$ cat config.mk
export PLATFORM = sky130hd
export DESIGN_NAME = score_tracker_flat
export DESIGN_NICKNAME = d
export VERILOG_FILES = /design/src/rtl/score_pkg.sv /design/src/rtl/score_tracker_if.sv /design/src/rtl/score_tracker_bcd_add3.sv /design/src/rtl/score_tracker.sv /design/src/flat_wrapper.sv
export SDC_FILE = /design/constraint.sdc
export NUM_CORES = 1
export LEC_CHECK = 0
export CORE_UTILIZATION = 45
export DETAILED_ROUTE_END_ITERATION = 10
export PLACE_DENSITY_LB_ADDON = 0.3
export REMOVE_ABC_BUFFERS = 1
export SYNTH_ARGS = -nofsm -noshare
export SYNTH_HDL_FRONTEND = slang
export SYNTH_HIERARCHICAL = 1
export SYNTH_SLANG_ARGS = --single-unit
$ cat constraint.sdc
create_clock -name clk_100ms -period 7 [get_ports clk_100ms]
set_clock_uncertainty 0.2 [all_clocks]
set_input_delay 1.4 -clock clk_100ms [delete_from_list [all_inputs] [get_ports clk_100ms]]
set_output_delay 1.4 -clock clk_100ms [all_outputs]
set_load 0.05 [all_outputs]
$ cat src/rtl/score_pkg.sv
// Shared types and constants for the score tracker: FSM states, saturation
// limits and the double-dabble digit-adjust helper.
package score_pkg;

    typedef enum logic [1:0] {
        TRACK  = 2'd0,
        RESYNC = 2'd1,
        OVER   = 2'd2
    } state_e;

    localparam int unsigned MAX_BIN    = 9999;
    localparam logic [15:0] MAX_BCD    = 16'h9999;
    localparam int unsigned BLINK_HALF = 5;
    localparam logic [3:0]  DD_LAST    = 4'd15;

    // Add 3 to every BCD digit that is 5 or more (pre-shift correction).
    function automatic logic [15:0] dd_adjust(input logic [15:0] bcd);
        logic [15:0] r;
        r = '0;
        for (int unsigned i = 0; i < 4; i++) begin
            if (bcd[i*4 +: 4] >= 4'd5) begin
                r[i*4 +: 4] = bcd[i*4 +: 4] + 4'd3;
            end else begin
                r[i*4 +: 4] = bcd[i*4 +: 4];
            end
        end
        return r;
    endfunction

endpackage

$ cat src/rtl/score_tracker_if.sv
// Controller-to-tracker bundle: score/status inputs and display/record outputs.
interface score_tracker_if;

    logic [15:0] score;
    logic [1:0]  status;
    logic        game_over;
    logic        clr_best;

    logic [15:0] cur_bcd;
    logic [15:0] best_bcd;
    logic [13:0] best_bin;
    logic        new_record;
    logic        blink;
    logic        busy;
    logic        overflow;

    modport master (
        output score, status, game_over, clr_best,
        input  cur_bcd, best_bcd, best_bin, new_record, blink, busy, overflow
    );

    modport slave (
        input  score, status, game_over, clr_best,
        output cur_bcd, best_bcd, best_bin, new_record, blink, busy, overflow
    );

endinterface

$ cat src/rtl/score_tracker_bcd_add3.sv
// Combinational 4-digit packed-BCD plus 0..3 adder; saturates to 9999 on
// carry out of the top digit and flags it.
module bcd_add3
    import score_pkg::*;
(
    input  logic [15:0] bcd_in,
    input  logic [1:0]  inc,
    output logic [15:0] bcd_out,
    output logic        sat
);

    logic [15:0] sum;
    logic [4:0]  digit;
    logic        carry;

    always_comb begin
        sum   = '0;
        digit = '0;
        carry = 1'b0;
        for (int unsigned i = 0; i < 4; i++) begin
            if (i == 0) begin
                digit = {1'b0, bcd_in[i*4 +: 4]} + {3'b000, inc};
            end else begin
                digit = {1'b0, bcd_in[i*4 +: 4]} + {4'b0000, carry};
            end
            if (digit > 5'd9) begin
                sum[i*4 +: 4] = 4'(digit - 5'd10);
                carry         = 1'b1;
            end else begin
                sum[i*4 +: 4] = digit[3:0];
                carry         = 1'b0;
            end
        end
        sat     = carry;
        bcd_out = carry ? MAX_BCD : sum;
    end

endmodule

$ cat src/rtl/score_tracker.sv
// Tracks the controller score as packed BCD (incremental add or double-dabble
// resync), keeps per-mode best scores and blinks on a new record.
module score_tracker
    import score_pkg::*;
#(
    parameter int unsigned MAX_BIN    = score_pkg::MAX_BIN,
    parameter int unsigned BLINK_HALF = score_pkg::BLINK_HALF
) (
    input  logic            clk_100ms,
    input  logic            rst,
    score_tracker_if.slave  trk
);

    localparam logic [15:0] CAP        = 16'(MAX_BIN);
    localparam logic [13:0] CAP14      = 14'(MAX_BIN);
    localparam logic [7:0]  BLINK_LAST = 8'(BLINK_HALF - 1);

    state_e      state_q, state_d;
    logic [15:0] cur_bcd_q, cur_bcd_d;
    logic [15:0] prev_q, prev_d;
    logic [15:0] latch_q, latch_d;
    logic [15:0] dd_bin_q, dd_bin_d;
    logic [15:0] dd_bcd_q, dd_bcd_d;
    logic [3:0]  iter_q, iter_d;
    logic        busy_q, busy_d;
    logic        overflow_q, overflow_d;
    logic        new_record_q, new_record_d;
    logic        blink_q, blink_d;
    logic        scored_q, scored_d;
    logic [7:0]  blink_cnt_q, blink_cnt_d;

    // Power-up value only; rst deliberately leaves the records alone.
    logic [1:0][13:0] best_bin_q = '0;
    logic [1:0][15:0] best_bcd_q = '0;
    logic [1:0][13:0] best_bin_d;
    logic [1:0][15:0] best_bcd_d;

    logic [15:0] delta;
    logic        small_step;
    logic        jump;
    logic [15:0] add_bcd;
    logic        add_sat;
    logic [31:0] dd_shift;
    logic        dd_last;
    logic [13:0] prev_capped;
    logic        mode;

    assign delta       = trk.score - prev_q;
    assign small_step  = (delta != 16'd0) && (delta <= 16'd3);
    assign jump        = delta > 16'd3;
    assign dd_shift    = {dd_adjust(dd_bcd_q), dd_bin_q} << 1;
    assign dd_last     = iter_q == DD_LAST;
    assign prev_capped = (prev_q > CAP) ? CAP14 : prev_q[13:0];
    assign mode        = trk.status[1];

    bcd_add3 u_add (
        .bcd_in  (cur_bcd_q),
        .inc     (delta[1:0]),
        .bcd_out (add_bcd),
        .sat     (add_sat)
    );

    always_ff @(posedge clk_100ms or negedge rst) begin
        if (!rst) begin
            state_q      <= TRACK;
            cur_bcd_q    <= '0;
            prev_q       <= '0;
            latch_q      <= '0;
            dd_bin_q     <= '0;
            dd_bcd_q     <= '0;
            iter_q       <= '0;
            busy_q       <= 1'b0;
            overflow_q   <= 1'b0;
            new_record_q <= 1'b0;
            blink_q      <= 1'b0;
            scored_q     <= 1'b0;
            blink_cnt_q  <= '0;
        end else begin
            state_q      <= state_d;
            cur_bcd_q    <= cur_bcd_d;
            prev_q       <= prev_d;
            latch_q      <= latch_d;
            dd_bin_q     <= dd_bin_d;
            dd_bcd_q     <= dd_bcd_d;
            iter_q       <= iter_d;
            busy_q       <= busy_d;
            overflow_q   <= overflow_d;
            new_record_q <= new_record_d;
            blink_q      <= blink_d;
            scored_q     <= scored_d;
            blink_cnt_q  <= blink_cnt_d;
        end
    end

    always_ff @(posedge clk_100ms) begin
        best_bin_q <= best_bin_d;
        best_bcd_q <= best_bcd_d;
    end

    always_comb begin
        state_d = state_q;
        unique case (state_q)
            TRACK: begin
                if (jump) begin
                    state_d = RESYNC;
                end else if (trk.game_over) begin
                    state_d = OVER;
                end
            end
            RESYNC: begin
                if (dd_last) begin
                    state_d = trk.game_over ? OVER : TRACK;
                end
            end
            OVER:    state_d = OVER;
            default: state_d = TRACK;
        endcase
    end

    always_comb begin
        cur_bcd_d    = cur_bcd_q;
        prev_d       = prev_q;
        latch_d      = latch_q;
        dd_bin_d     = dd_bin_q;
        dd_bcd_d     = dd_bcd_q;
        iter_d       = iter_q;
        busy_d       = busy_q;
        overflow_d   = overflow_q;
        new_record_d = new_record_q;
        blink_d      = blink_q;
        scored_d     = scored_q;
        blink_cnt_d  = blink_cnt_q;
        best_bin_d   = best_bin_q;
        best_bcd_d   = best_bcd_q;

        unique case (state_q)
            TRACK: begin
                if (small_step) begin
                    cur_bcd_d = add_bcd;
                    prev_d    = trk.score;
                    if (add_sat || (trk.score > CAP)) begin
                        overflow_d = 1'b1;
                    end
                end else if (jump) begin
                    latch_d  = trk.score;
                    dd_bin_d = (trk.score > CAP) ? CAP : trk.score;
                    dd_bcd_d = '0;
                    iter_d   = '0;
                    busy_d   = 1'b1;
                    if (trk.score > CAP) begin
                        overflow_d = 1'b1;
                    end
                end
            end
            RESYNC: begin
                dd_bcd_d = dd_shift[31:16];
                dd_bin_d = dd_shift[15:0];
                iter_d   = iter_q + 4'd1;
                if (dd_last) begin
                    cur_bcd_d = dd_shift[31:16];
                    prev_d    = latch_q;
                    busy_d    = 1'b0;
                end
            end
            OVER: begin
                // cur_bcd_q always holds the BCD of min(prev, MAX_BIN), so it
                // doubles as the BCD form of the new record.
                if (!scored_q) begin
                    scored_d = 1'b1;
                    if (prev_capped > best_bin_q[mode]) begin
                        best_bin_d[mode] = prev_capped;
                        best_bcd_d[mode] = cur_bcd_q;
                        new_record_d     = 1'b1;
                    end
                end
                if (new_record_q) begin
                    if (blink_cnt_q == BLINK_LAST) begin
                        blink_cnt_d = '0;
                        blink_d     = ~blink_q;
                    end else begin
                        blink_cnt_d = blink_cnt_q + 8'd1;
                    end
                end
            end
            default: ;
        endcase

        if (trk.clr_best) begin
            best_bin_d = '0;
            best_bcd_d = '0;
        end
    end

    assign trk.cur_bcd    = cur_bcd_q;
    assign trk.best_bcd   = best_bcd_q[mode];
    assign trk.best_bin   = best_bin_q[mode];
    assign trk.new_record = new_record_q;
    assign trk.blink      = blink_q;
    assign trk.busy       = busy_q;
    assign trk.overflow   = overflow_q;

endmodule

$ cat src/flat_wrapper.sv
// flat-port wrapper written by rule: the top's interface ports become plain ports
module score_tracker_flat import score_pkg::*;
#(
    parameter int unsigned MAX_BIN    = score_pkg::MAX_BIN,
    parameter int unsigned BLINK_HALF = score_pkg::BLINK_HALF
)
  (clk_100ms, rst, trk_score, trk_status, trk_game_over, trk_clr_best, trk_cur_bcd, trk_best_bcd, trk_best_bin, trk_new_record, trk_blink, trk_busy, trk_overflow);
  score_tracker_if trk_i ();
  input  logic clk_100ms;
  input  logic rst;
  input wire logic [$bits(trk_i.score)-1:0] trk_score;
  input wire logic [$bits(trk_i.status)-1:0] trk_status;
  input wire logic [$bits(trk_i.game_over)-1:0] trk_game_over;
  input wire logic [$bits(trk_i.clr_best)-1:0] trk_clr_best;
  output wire logic [$bits(trk_i.cur_bcd)-1:0] trk_cur_bcd;
  output wire logic [$bits(trk_i.best_bcd)-1:0] trk_best_bcd;
  output wire logic [$bits(trk_i.best_bin)-1:0] trk_best_bin;
  output wire logic [$bits(trk_i.new_record)-1:0] trk_new_record;
  output wire logic [$bits(trk_i.blink)-1:0] trk_blink;
  output wire logic [$bits(trk_i.busy)-1:0] trk_busy;
  output wire logic [$bits(trk_i.overflow)-1:0] trk_overflow;
  assign trk_i.score = trk_score;
  assign trk_i.status = trk_status;
  assign trk_i.game_over = trk_game_over;
  assign trk_i.clr_best = trk_clr_best;
  assign trk_cur_bcd = trk_i.cur_bcd;
  assign trk_best_bcd = trk_i.best_bcd;
  assign trk_best_bin = trk_i.best_bin;
  assign trk_new_record = trk_i.new_record;
  assign trk_blink = trk_i.blink;
  assign trk_busy = trk_i.busy;
  assign trk_overflow = trk_i.overflow;
  score_tracker #(.MAX_BIN(MAX_BIN), .BLINK_HALF(BLINK_HALF)) u_core (.clk_100ms(clk_100ms), .rst(rst), .trk(trk_i));
endmodule
### Word-level counts from Yosys, hierarchy flattened

Cells that the tools add are included.

* bits in registers: 159
* bits of input ports: 22
* logic and storage cells: 131

* bitwise gates (word level): 3
* add/sub/neg operators: 15
* $lt $le $gt $ge: 15
* eq/ne operators: 10
* mux-type cells: 54
* reductions and logical operators: 17

Operators by type and width (count)
* two-way mux 16 bit: 13
* one-hot mux 16 bit (2 select lines): 4
* two-way mux 14 bit: 4
* two-way mux 4 bit: 9
* bitwise mux 32 bit: 1
* > comparator 16 x 14 -> 1 bit (second input constant): 2
* bitwise mux 28 bit: 1
* > comparator 5 x 4 -> 1 bit (second input constant): 4
* demux 16 bit (select 1 bit): 1
* >= comparator 4 x 3 -> 1 bit (second input constant): 4
* > comparator 16 x 2 -> 1 bit (second input constant): 1
* less-or-equal comparator 16 x 2 -> 1 bit (second input constant): 1
* nonzero test 16 bit: 1
* subtractor 16 bit: 1
* subtractor 4 bit (second input constant): 4
* adder 4 x 1 -> 5 bit: 3
* AND reduction 3 bit: 5
* demux 14 bit (select 1 bit): 1
* > comparator 14 bit: 1
* adder 4 x 2 -> 4 bit (second input constant): 3
* two-way mux 1 bit: 11
* adder 8 x 1 -> 8 bit (second input constant): 1
* == test 8 x 3 -> 1 bit (second input constant): 1
* two-way mux 2 bit: 4
* 23 further kinds: 33

### Logic depth before layout (Yosys ltp)

* depth in word-level cells: 16
* depth in mapped cells: 32

### Hierarchy

The synthesis kept the hierarchy.

Modules (own cells, without submodules)
* score_tracker: area each 8587.0 um^2, cells each 914, seq. area each 3678.5 um^2, instances 1
* bcd_add3: area each 830.8 um^2, cells each 117, seq. area each 0.0 um^2, instances 1

### Worst setup path after synthesis

No wires, ideal clock.

* path type: input -> register
* start: in trk_score[0]
* end: reg u_core.cur_bcd_q[11], in the netlist u_core/trk.cur_bcd[11]
* path slack: -0.114 ns
* cell stages on the path: 29
* required time: 6.680 ns
* data arrival time: 6.794 ns
* buffers on the path: 1
* library setup time: 0.120 ns
* cell sequence: inv_1 ha_1 fa_1 inv_1 inv_1 fa_1 nand2_1 nor2_1 a211oi_1 ha_1 ha_1 nor2b_1 a211oi_1 nor2_1 ha_1 ha_1 clkbuf_1 or3_1 nor2b_1 ha_1 ha_1 nand2b_1 and3_1 o22a_1 a311o_1 a21oi_1 nor2_1 o2bb2ai_1 a31o_2

* longest elaborated chain between the ends: 16
* elaborated cells between the ends (all ways): 23
* those cells by class: 6 x add/sub; 5 x order compare; 1 x eq/ne; 8 x mux; 3 x reduce/logical

RTL lines
* start, declared: RTL line flat_wrapper.sv:11 `input wire logic [$bits(trk_i.score)-1:0] trk_score;`
* subtractor 16 bit *: RTL line score_tracker.sv:48 `assign delta = trk.score - prev_q;`
* via u_core.delta[1]: RTL line score_tracker.sv:38 `logic [15:0] delta;`
* adder 4 x 2 -> 5 bit *: RTL line score_tracker_bcd_add3.sv:22 `digit = {1'b0, bcd_in[i*4 +: 4]} + {3'b000, inc};`
* > comparator 5 x 4 -> 1 bit *: RTL line score_tracker_bcd_add3.sv:26 `if (digit > 5'd9) begin`
* two-way mux 1 bit *: RTL line score_tracker_bcd_add3.sv:26
* adder 4 x 1 -> 5 bit *: RTL line score_tracker_bcd_add3.sv:24 `digit = {1'b0, bcd_in[i*4 +: 4]} + {4'b0000, carry};`
* > comparator 5 x 4 -> 1 bit *: RTL line score_tracker_bcd_add3.sv:26
* two-way mux 1 bit *: RTL line score_tracker_bcd_add3.sv:26
* (+2 left out)
* two-way mux 1 bit: RTL line score_tracker_bcd_add3.sv:26
* adder 4 x 1 -> 5 bit: RTL line score_tracker_bcd_add3.sv:24
* > comparator 5 x 4 -> 1 bit: RTL line score_tracker_bcd_add3.sv:26
* two-way mux 1 bit: RTL line score_tracker_bcd_add3.sv:26
* two-way mux 16 bit *: RTL line score_tracker_bcd_add3.sv:35 `bcd_out = carry ? MAX_BCD : sum;`
* via u_core.add_bcd[11]: RTL line score_tracker.sv:41 `logic [15:0] add_bcd;`
* two-way mux 16 bit *: RTL line score_tracker.sv:138 `if (small_step) begin`
* one-hot mux 16 bit (2 select lines) *: RTL line score_tracker.sv:136 `unique case (state_q)`
* end signal, assigned: RTL line score_tracker.sv:80 `cur_bcd_q <= cur_bcd_d;`
* end, declared: RTL line score_tracker.sv:19 `logic [15:0] cur_bcd_q, cur_bcd_d;`

The timed path passes the listed nets; every way through them passes the cells marked *. The select of a mux whose other input is x is not followed.
A chain may end at the register's enable or synchronous reset.

### Worst setup path in the final report

* start: in trk_score[1]
* end: reg u_core.cur_bcd_q[11], in the netlist u_core/trk.cur_bcd[11]

* longest elaborated chain between the ends: 16
* elaborated cells between the ends (all ways): 23
* those cells by class: 6 x add/sub; 5 x order compare; 1 x eq/ne; 8 x mux; 3 x reduce/logical

RTL lines
* subtractor 16 bit: RTL line score_tracker.sv:48
* via u_core.delta[1]: RTL line score_tracker.sv:38
* adder 4 x 2 -> 5 bit: RTL line score_tracker_bcd_add3.sv:22
* > comparator 5 x 4 -> 1 bit: RTL line score_tracker_bcd_add3.sv:26
* two-way mux 1 bit: RTL line score_tracker_bcd_add3.sv:26
* adder 4 x 1 -> 5 bit: RTL line score_tracker_bcd_add3.sv:24
* > comparator 5 x 4 -> 1 bit: RTL line score_tracker_bcd_add3.sv:26
* two-way mux 1 bit: RTL line score_tracker_bcd_add3.sv:26
* (+3 left out)
* adder 4 x 1 -> 5 bit: RTL line score_tracker_bcd_add3.sv:24
* > comparator 5 x 4 -> 1 bit: RTL line score_tracker_bcd_add3.sv:26
* two-way mux 1 bit: RTL line score_tracker_bcd_add3.sv:26
* via u_core.add_sat: RTL line score_tracker.sv:42 `logic add_sat;`
* two-way mux 16 bit: RTL line score_tracker_bcd_add3.sv:35
* via u_core.add_bcd[11]: RTL line score_tracker.sv:41
* two-way mux 16 bit: RTL line score_tracker.sv:138
* one-hot mux 16 bit (2 select lines): RTL line score_tracker.sv:136

The timed path passes the listed nets, and every way through them passes these cells. The select of a mux whose other input is x is not followed.

==> impl_metrics.json <==
{
  "grt_max_degree": 74,
  "async_reset_ff_frac": 0.623,
  "synth_most_common_cell": "nor2_1",
  "start_util": 0.462,
  "regArea_sq_mm": 0.00368,
  "multi_input_area_sq_mm": 0.00533,
  "worstPathRequired_ps": 7110,
  "htree_levels": 4,
  "hold_viol": 0,
  "fp.dieH_um": 147,
  "cts_sinks": 159,
  "hp-class": "reg -> reg",
  "die_w_um": 147,
  "worstHoldPathCells": 1,
  "yosysTopAreaCell": "dfrtp_1",
  "cts-root-buf": "clkbuf_16",
  "cts.path.max_buffers": 2,
  "synth_area_sq_mm": 0.00942,
  "r2r-end": "u_core/trk.cur_bcd[11]",
  "slowest_stage": "fa_1",
  "routed_wl_um": 23500,
  "r2r_cells": 27,
  "maxClockFrequency_mhz": 148,
  "diodes": 0,
  "slowest_delay_ps": 470,
  "power.share.clock": 0.205,
  "synthFlopType": "dfrtp_1",
  "avgSynthCellArea_sq_um": 9.13,
  "synth_edf_count": 0,
  "p_int_mw": 2.72,
  "nNetsFinal": 1171,
  "drtIter0Drc": 635,
  "dp_hpwl_um": 15800,
  "cts_tree": "built",
  "vias": 7913,
  "reg2reg_from": "u_core/prev_q[0]",
  "drc": 0,
  "p_comb_frac": 0.488,
  "ios": 72,
  "ys_warn_count": 6,
  "ir_drop_mv": 0.220,
  "status": "completed",
  "worst_pin_slew_ps": 1130,
  "max-slew-margin-rel": 0.248,
  "yosysUniqueCellTypes": 75,
  "maxCapViolCount": 0,
  "arrival_ps": 6880,
  "fillers": 1851,
  "criticalPathCategory": "in -> reg",
  "numPortBuffers": 70,
  "hold_path_end": "u_core/scored_q",
  "clock_latency_ps": 430,
  "antenna_found_initial": 0,
  "grt_pass1_wl_um": 38800,
  "cts_hold_buf": 0,
  "synthTopCellsByCount": "nor2_1, dfrtp_1, inv_1",
  "wl_per_cell_um": 17.0,
  "fin_util": 0.549,
  "yosysSeqAreaShare": 0.391,
  "synth_area_leaders": "dfrtp_1, dfxtp_1, ha_1, mux2i_1, nor2_1",
  "power.density_mw_per_mm2": 417,
  "min_from": "u_core/scored_q",
  "netSwitchingFraction": 0.417,
  "area_growth_syn_to_layout_pct": 18.7,
  "dieArea_sq_mm": 0.0215,
  "drive_gt1_frac": 0.135,
  "drtPass1Iterations": 5,
  "critPathCaptureType": "flop",
  "gp_congestion": 0.853,
  "clk_transition_reported_paths_ps": 60,
  "ff2ff_setup_slack_ps": 940,
  "p_leak_nw": 4.60,
  "rows": 52,
  "startpoint_type": "input port",
  "ys_ff_latch": 159,
  "grt_overflow": 0,
  "core-area_sq_mm": 0.0204,
  "grt_usage": 0.224,
  "grt_pass1_vias": 7640,
  "switching_power_mw": 1.94,
  "vias_per_cell": 5.74,
  "yosysTopAreaCellShare": 0.263,
  "seqPwrFrac": 0.307,
  "netlist_instances": 1031,
  "fin_crit_ps": 6760,
  "numCtsBuffers": 17,
  "critPathMaxFanout": 4,
  "total_power_mw": 4.66,
  "slew_violations": 0,
  "setup_viol": 0,
  "drtAntennaViolNets": 0,
  "period_share": 0.966
}
## power groups by stage
stage	clock [mW]	sequential [mW]	combinational (mW)
2_1_floorplan	0	1.50	1.44
6_report	0.956	1.43	2.27
3_3_place_gp	0	1.42	2.15
4_1_cts	0.971	1.42	2.22
3_5_place_dp	0	1.43	2.18
5_1_grt	1.01	1.47	2.51
## flip-flops by register name, indices dropped and copies added, names as in the netlist, 2 cells and up
signal and flops:
u_core/blink_cnt_q 8, u_core/best_bcd_q 32, u_core/state_q 2, u_core/latch_q 16, u_core/prev_q 16, u_core/dd_bin_q 16, u_core/trk.cur_bcd 16, u_core/iter_q 4
u_core/dd_bcd_q 16, u_core/best_bin_q 28
## per-layer routing
layer | up-vias | wire (um) | global-route usage
li1 | 3859 | - | -
met1 | 3834 | 11800 | 0.319
met2 | 194 | 10500 | 0.353
met3 | 26 | 910 | 0.0347
met4 | 0 | 312 | 0.0583
met5 | - | 0 | 0
## through the flow
stage,hold slack [ps],setup TNS [ps],instance area [sq um],setup slack [ps],cells
global placement,247,-9600,10500,-841,1345
finish,272,0,11200,235,1379
CTS,267,0,11100,6.98,1378
global route,303,-21.9,11200,-21.9,1379
detailed placement,248,-12090,10500,-998,1345
floorplan,229,-344,9140,-235,968
## critical path, delay by kind of cell
| family | cells | cell delay, ps |
|---|---|---|
| simple gates | 8 | 1220 |
| compound gates | 7 | 1570 |
| mux | 1 | 180 |
| fa+ha+maj | 6 | 1750 |
| buf+inv | 6 | 750 |
## cell type report
class,count,area share
Clock inverter,11,0.0113
Clock buffer,21,0.0432
Timing Repair Buffer,109,0.0884
Multi-Input combinational cell,745,0.476
Sequential cell,159,0.329
Tap cell,270,0.0302
Inverter,64,0.0215
## layout by cell type, fill, tap and decap left out, types with 11 or more instances in the layout
| master | instances |
|---|---|
| dfrtp_1 | 99 |
| clkdlybuf4s50_1 | 65 |
| nand3_1 | 19 |
| o32ai_1 | 17 |
| clkbuf_16 | 19 |
| buf_4 | 38 |
| inv_1 | 63 |
| nand4_1 | 11 |
| a211oi_1 | 20 |
| mux2i_1 | 58 |
| o211ai_1 | 12 |
| ha_1 | 44 |
| nand2_1 | 61 |
| nor2_1 | 123 |
| nand2b_1 | 18 |
| a31oi_1 | 20 |
| nor3_1 | 19 |
| xnor2_1 | 18 |
| mux2_2 | 36 |
| a21oi_1 | 53 |
| a21o_1 | 13 |
| dfxtp_1 | 60 |
| o21ai_0 | 24 |
## logic make-up (layout without fill, tap and decap cells)
logic type	Yosys count	after routing	share of synthesized area
AND/OR/NAND/NOR	323	323	0.166
AO/OA/AOI/OAI	250	250	0.189
flip-flops	159	159	0.391
buffers and inverters	127	205	0.0550
multiplexers	95	95	0.106
adder cells (fa/ha/maj)	53	53	0.0720
XOR/XNOR	24	24	0.0223
## worst max path at each step
stage                                   endpoint  slack, ps    startpoint
final                     u_core/trk.cur_bcd[11]        240  trk_score[1]
after CTS                 u_core/trk.cur_bcd[11]          7  trk_score[0]
after global routing      u_core/trk.cur_bcd[11]        -20  trk_score[0]
after global placement    u_core/trk.cur_bcd[11]       -840  trk_score[0]
after detailed placement  u_core/trk.cur_bcd[11]      -1000  trk_score[0]
after floorplan           u_core/trk.cur_bcd[11]       -230  trk_score[0]
## timing repair
item | CTS | global route
setup endpoints to repair | 14 | 13
resized for setup | 10 | 20
hold endpoints to repair | 0 | 0
buffers inserted | 1 | 1
pin swaps | 1 | 9
Power figures use the tool's default switching activity.
